### src/rtl/barrett_reduce_pipe.sv
// Three-stage pipelined Barrett reducer: dout = din mod Q for din < Q*Q, with valid/ready and a sideband tag.
// Optional range flag on port range_err when BARRETT_RANGE_CHK_EN is defined.
module barrett_reduce_pipe #(
    parameter int Q     = 2671,
    parameter int K     = 12,
    parameter int DIN_W = 2*K,
    parameter int TAG_W = 4
) (
    input  logic             clk,
    input  logic             rst_n,
    input  logic             in_valid,
    output logic             in_ready,
    input  logic [DIN_W-1:0] din,
    input  logic [TAG_W-1:0] in_tag,
    output logic             out_valid,
    input  logic             out_ready,
    output logic [K-1:0]     dout,
    output logic [TAG_W-1:0] out_tag
`ifdef BARRETT_RANGE_CHK_EN
    ,
    output logic             range_err
`endif
);

    localparam logic [2*K:0] MU   = (2*K+1)'((64'd1 << (2*K)) / 64'(Q));
    localparam logic [K+1:0] Q_R  = (K+2)'(Q);
    localparam logic [K+1:0] Q2_R = (K+2)'(2*Q);

    logic             en;
    logic [2*K:0]     p_c;
    logic [K+1:0]     r_c;
    logic [K-1:0]     dout_c;

    // S1 keeps only t = p >> K and the low K+2 din bits; that is all S2 consumes.
    logic             s1_valid;
    logic [K:0]       s1_t;
    logic [K+1:0]     s1_din_lo;
    logic [TAG_W-1:0] s1_tag;

    logic             s2_valid;
    logic [K+1:0]     s2_r;
    logic [TAG_W-1:0] s2_tag;

    assign en       = !out_valid || out_ready;
    assign in_ready = en;

    always_comb begin
        p_c = (2*K+1)'(din[DIN_W-1:K]) * MU;
        // Modular K+2-bit arithmetic is exact since the true remainder is below 3Q < 2**(K+2).
        r_c = s1_din_lo - (K+2)'(s1_t) * Q_R;
        if (s2_r >= Q2_R)
            dout_c = K'(s2_r - Q2_R);
        else if (s2_r >= Q_R)
            dout_c = K'(s2_r - Q_R);
        else
            dout_c = K'(s2_r);
    end

    always_ff @(posedge clk or negedge rst_n) begin
        if (!rst_n) begin
            s1_valid  <= 1'b0;
            s1_t      <= '0;
            s1_din_lo <= '0;
            s1_tag    <= '0;
            s2_valid  <= 1'b0;
            s2_r      <= '0;
            s2_tag    <= '0;
            out_valid <= 1'b0;
            dout      <= '0;
            out_tag   <= '0;
        end else if (en) begin
            s1_valid  <= in_valid && in_ready;
            s1_t      <= p_c[2*K:K];
            s1_din_lo <= din[K+1:0];
            s1_tag    <= in_tag;
            s2_valid  <= s1_valid;
            s2_r      <= r_c;
            s2_tag    <= s1_tag;
            out_valid <= s2_valid;
            dout      <= dout_c;
            out_tag   <= s2_tag;
        end
    end

`ifdef BARRETT_RANGE_CHK_EN
    localparam logic [DIN_W:0] QQ = (DIN_W+1)'(Q*Q);

    logic s1_err;
    logic s2_err;
    logic s3_err;

    always_ff @(posedge clk or negedge rst_n) begin
        if (!rst_n) begin
            s1_err <= 1'b0;
            s2_err <= 1'b0;
            s3_err <= 1'b0;
        end else if (en) begin
            s1_err <= ({1'b0, din} >= QQ);
            s2_err <= s1_err;
            s3_err <= s2_err;
        end
    end

    assign range_err = out_valid && s3_err;
`endif

endmodule

### config.mk
export PLATFORM = sky130hd
export DESIGN_NAME = barrett_reduce_pipe
export DESIGN_NICKNAME = d
export VERILOG_FILES = /design/src/rtl/barrett_reduce_pipe.sv
export SDC_FILE = /design/constraint.sdc
export NUM_CORES = 1
export LEC_CHECK = 0
export ABC_AREA = 1
export BUFFER_PORTS_ARGS = -buffer_cell sky130_fd_sc_hd__clkbuf_2
export CAP_MARGIN = 20
export CORE_MARGIN = 5
export CORE_UTILIZATION = 50
export CTS_CLUSTER_DIAMETER = 200
export CTS_CLUSTER_SIZE = 16
export DETAILED_ROUTE_END_ITERATION = 8
export HOLD_SLACK_MARGIN = 0.12
export PLACE_DENSITY = 0.72
export RECOVER_POWER = 50
export SYNTH_ARGS = -nofsm -noshare
export SYNTH_HDL_FRONTEND = slang
export SYNTH_SLANG_ARGS = --single-unit
### constraint.sdc
create_clock -name clk -period 5.25 [get_ports clk]
set_input_delay 0.525 -clock clk [delete_from_list [all_inputs] [get_ports clk]]
set_output_delay 0.525 -clock clk [all_outputs]
set_load 0.02 [all_outputs]
==> Word-level counts from Yosys, hierarchy flattened <==
Cells that the tools add are included.
{ "word_totals": {"register_bits": 68, "out_inout_bits": 18} }
{ "op_classes": {"add_sub_neg": 3, "mul": 2, "magnitude_cmp": 2, "mux": 2, "reduce_logical": 3} }
{ "op_table": {"columns": ["cell", "count"], "rows": [
  ["$mul A12 B13 Y25 const B", 1],
  ["$mux W12", 2],
  ["$ge A14 B12 Y1 const B", 1],
  ["$ge A14 B13 Y1 const B", 1],
  ["$mul A13 B12 Y14 const B", 1],
  ["$sub A14 B14 Y14", 1],
  ["$sub A12 B11 Y12 const B", 1],
  ["$sub A12 B12 Y12 const B", 1],
  ["$logic_and A1 B1 Y1", 1],
  ["$logic_not A1 Y1", 1],
  ["$logic_or A1 B1 Y1", 1]
]} }

==> Logic depth before layout (Yosys ltp) <==
{ "depth": {"ltp_word": 3, "depth_mapped": 21} }

==> Least setup slack after synthesis <==
Ideal clock, no wire load.
{ "synth_path": {"kind": "register to register", "from": "register s1_t[8]", "to": "register s2_r[13]", "setup_ns": 0.118, "arrival_time_ns": 4.264, "t_required_ns": 5.132, "setup_slack_ns": 0.868, "path_stages_with_launch": 21, "period_less_slack_ns": 4.382, "cell_sequence": "dfrtp_1 -> buf_2 -> inv_1 -> fa_1 -> inv_1 -> fa_1 -> inv_1 -> fa_1 -> fa_1 -> inv_1 -> fa_1 -> inv_1 -> ha_1 -> inv_1 -> o21ai_0 -> a21oi_1 -> nand2_1 -> nor2_1 -> nand3_1 -> nand3_1 -> nand2_1"} }
{ "synth_via": {"elab_chain_len": 2} }
{ "synth_rtl": {"columns": ["item", "line", "text"], "rows": [
  ["start: declaration", "36", "logic [K:0] s1_t;"],
  ["start signal: assignment", "73", "s1_t <= p_c[2*K:K];"],
  ["$mul A13 B12 Y14", "50", "r_c = s1_din_lo - (K+2)'(s1_t) * Q_R;"],
  ["$sub A14 B14 Y14", "50", null],
  ["end signal: assignment", "77", "s2_r <= r_c;"],
  ["end: declaration", "41", "logic [K+1:0] s2_r;"]
]} }
No other way between the ends.
A chain may end at the register's enable or synchronous reset.

==> Worst setup path after layout <==
{ "layout_path": {"from": "register s1_t[8]", "to": "register s2_r[11]"} }
Same word-level chain as after synthesis.

==> results.sh <==
export IMPL_grt_pass1_wl_um=31000
export IMPL_start_util=0.505
export IMPL_clockRootBuffer="clkbuf_16"
export IMPL_postSynthAreaPerCell_um2=7.65
export IMPL_fin_crit_ps=4730
export IMPL_io_buffers=49
export IMPL_crit_family="adder cells"
export IMPL_setup_violations=0
export IMPL_dpl_hpwl_um=14400
export IMPL_drtIter0Drc=328
export IMPL_status="finished, violations left"
export IMPL_post_cts_setup_buffer_count=0
export IMPL_grt_max_degree=75
export IMPL_violations="capacitance limit, slew limit"
export IMPL_cp_num_cells=17
export IMPL_rows=47
export IMPL_ys_seq_elements=68
export IMPL_die_area_mm2=0.0192
export IMPL_max_cap_viol_count=2
export IMPL_crit_required_ps=5370
export IMPL_max_slew_margin_rel=-1.44
export IMPL_reg2reg_to="s2_r[11]"
export IMPL_holdCritPathClass="primary input to flip-flop"
export IMPL_setup_tns_ps=0
export IMPL_wl_per_cell_um=12.9
export IMPL_yosys_warnings=0
export IMPL_grtUsageTotal=0.191
export IMPL_ant_nets=0
export IMPL_syn_nets=1308
export IMPL_crit_buf_inv=6
export IMPL_core_mm2=0.0164
export IMPL_boundaryPins=50
export IMPL_nNetsFinal=1348
export IMPL_min_period_over_period=0.901
export IMPL_cts_tree="built"
export IMPL_worstPathArrival_ps=4850
export IMPL_cp_cell_sequence="inv_1 > fa_1 > inv_1 > fa_1 > inv_1 > fa_1 > fa_1 > inv_1 > fa_1 > inv_1 > ha_1 > inv_1 > o21ai_0 > nor2_1 > nand3_1 > xor2_1 > o21ai_0"
export IMPL_n_fill_cell=1563
export IMPL_routabilityCongestion=0.909
export IMPL_area_growth_pct=8.39
export IMPL_clk_path_buf_depth=2
export IMPL_syn_area_mm2=0.00828
export IMPL_cts_max_level=3
export IMPL_grt_ovfl_total=0
export IMPL_regToRegSetupSlack_ps=520
export IMPL_tightest_slew_ps=3650
export IMPL_max_freq_mhz=211
export IMPL_die_x_um=139
export IMPL_drv_slew=127
export IMPL_path_clk_slew_ps=60
export IMPL_viasPerCell=4.98
export IMPL_critPathLaunch="s1_t[8]"
export IMPL_die_height_um=139
export IMPL_antenna_found_initial=0
export IMPL_cts_sinks=68
export IMPL_hold_violations=0
export IMPL_wl_um=17400
export IMPL_path_max_fanout=6
export IMPL_cts_buffers=9
export IMPL_worst_setup_path_start_kind="flip-flop"
export IMPL_rr_worst_depth=17
export IMPL_crit_slowest_cell="fa_1"
export IMPL_reg2reg_from="s1_t[8]"
export IMPL_synth_cells=1082
export IMPL_antenna_cells=0
export IMPL_yosysUniqueCellTypes=36
export IMPL_vias=6704
export IMPL_clock_skew_ps=6.94
export IMPL_grt_pass1_vias=6781
export IMPL_finish_utilization=0.547
export IMPL_end_kind="flip-flop"
export IMPL_drc=0
export IMPL_dr_pass1_iters=6
export IMPL_cpPeakStageDelay_ps=570
export IMPL_clk_latency_ps=330
export IMPL_cts_resized=0
export IMPL_rsz0062_at_grt="no"
export IMPL_cp_endpoint="s2_r[11]"
export IMPL_worstSetupPathType="flip-flop to flip-flop"
export IMPL_synth_seq_area_share=0.206
export IMPL_layout_drive_gt1_share=0.0799
export IMPL_cts_hold_buffers=0
export IMPL_crit_path_frequent_cell="inv_1"
==> cell families after synthesis <==
kind of cell,after synthesis,synth area share
XOR/XNOR,33,0.0349
AND/OR/NAND/NOR,424,0.216
buffers and inverters,243,0.116
adder cells (fa/ha/maj),194,0.351
flip-flops,68,0.205
AO/OA/AOI/OAI,120,0.0762
==> cells in the final DEF (no fill, tap or decap), drive strengths merged <==
master / Yosys / routed
fa: 64 / 64
o21bai: 2 / 2
o21a: 3 / 3
nand3: 53 / 53
a31oi: 3 / 3
xnor2: 13 / 13
o21ai: 77 / 77
nand2: 281 / 281
and2: 2 / 2
nor3: 11 / 11
a21o: 2 / 2
ha: 130 / 130
buf: 9 / 1
xor2: 20 / 20
clkinvlp: 0 / 2
inv: 217 / 219
nand4: 8 / 8
nand3b: 5 / 5
clkbuf: 13 / 60
dfrtp: 68 / 68
nor2: 61 / 61
o22ai: 1 / 1
clkinv: 4 / 5
or2: 3 / 3
a21oi: 32 / 32
bufinv: 0 / 1
==> tightest hold or removal path: cells and delay by family <==
family,cells,cell delay (ps)
AOI/OAI and AO/OA,1,50
buffers and inverters,1,70
and+or+nand+nor,1,40
==> registers in the layout (all words and copies together), names as in the netlist <==
signal,cells
dout,12
out_tag,4
out_valid,1
s1_din_lo,14
s1_t,13
s1_tag,4
s1_valid,1
s2_r,14
s2_tag,4
s2_valid,1
==> how the worst min path moves through the flow <==
stage / from / end / slack, ps / depth (start not counted)
after global routing: in_valid / s1_valid / 390 / 3
after global placement: s2_valid / out_valid / 440 / 2
after CTS: rst_n / s1_din_lo[4] / 340 / 1
after floorplan: rst_n / dout[0] / 230 / 0
after detailed placement: s2_valid / out_valid / 440 / 2
final: din[3] / s1_din_lo[3] / 400 / 3
==> metrics by stage <==
stage / instance area, um2 / hold slack (ps) / std cells / setup WS, ps
floorplan: 8280 / 229 / 1082 / 868
global placement: 8690 / 440 / 1331 / 665
detailed placement: 8690 / 441 / 1331 / 544
CTS: 8980 / 335 / 1347 / 525
global route: 8970 / 390 / 1347 / 202
finish: 8970 / 396 / 1347 / 518
==> cells in the mapped netlist, drive strengths merged <==
library cell | n | area [um2]
or2 | 3 | 18.8
and2 | 2 | 12.5
nand4 | 8 | 50.1
xnor2 | 13 | 114
a21o | 2 | 15.0
ha | 130 | 1630
o21a | 3 | 22.5
inv | 217 | 815
clkbuf | 13 | 48.8
a31oi | 3 | 18.8
nor3 | 11 | 55.1
nor2 | 61 | 244
fa | 64 | 1280
a21oi | 32 | 164
nand3b | 5 | 37.5
buf | 9 | 85.1
xor2 | 20 | 175
o21ai | 77 | 389
nand3 | 53 | 290
dfrtp | 68 | 1700
o22ai | 1 | 6.26
clkinv | 4 | 15.0
nand2 | 281 | 1080
o21bai | 2 | 15.0
==> routing by layer <==
| metal | vias up | wire length (um) | track usage |
|---|---|---|---|
| met2 | 119 | 8730 | 0.342 |
| met1 | 3121 | 7770 | 0.239 |
| met5 | - | 0 | 0 |
| met4 | 0 | 433 | 0.0613 |
| met3 | 31 | 494 | 0.0262 |
| li1 | 3433 | - | - |
==> cell type report <==
cell class | count | area (um2) | share of cell area
multi-input cells | 771 | 5620 | 0.627
flip-flops and latches | 68 | 1700 | 0.190
inverters | 221 | 830 | 0.0924
well taps | 220 | 275 | 0.0307
repair buffers | 51 | 253 | 0.0282
clock buffers | 10 | 229 | 0.0255
clock inverters | 6 | 63.8 | 0.00711
Power is not shown: default switching activity piles up to over one toggle a cycle in this logic, so the estimate is an artifact.
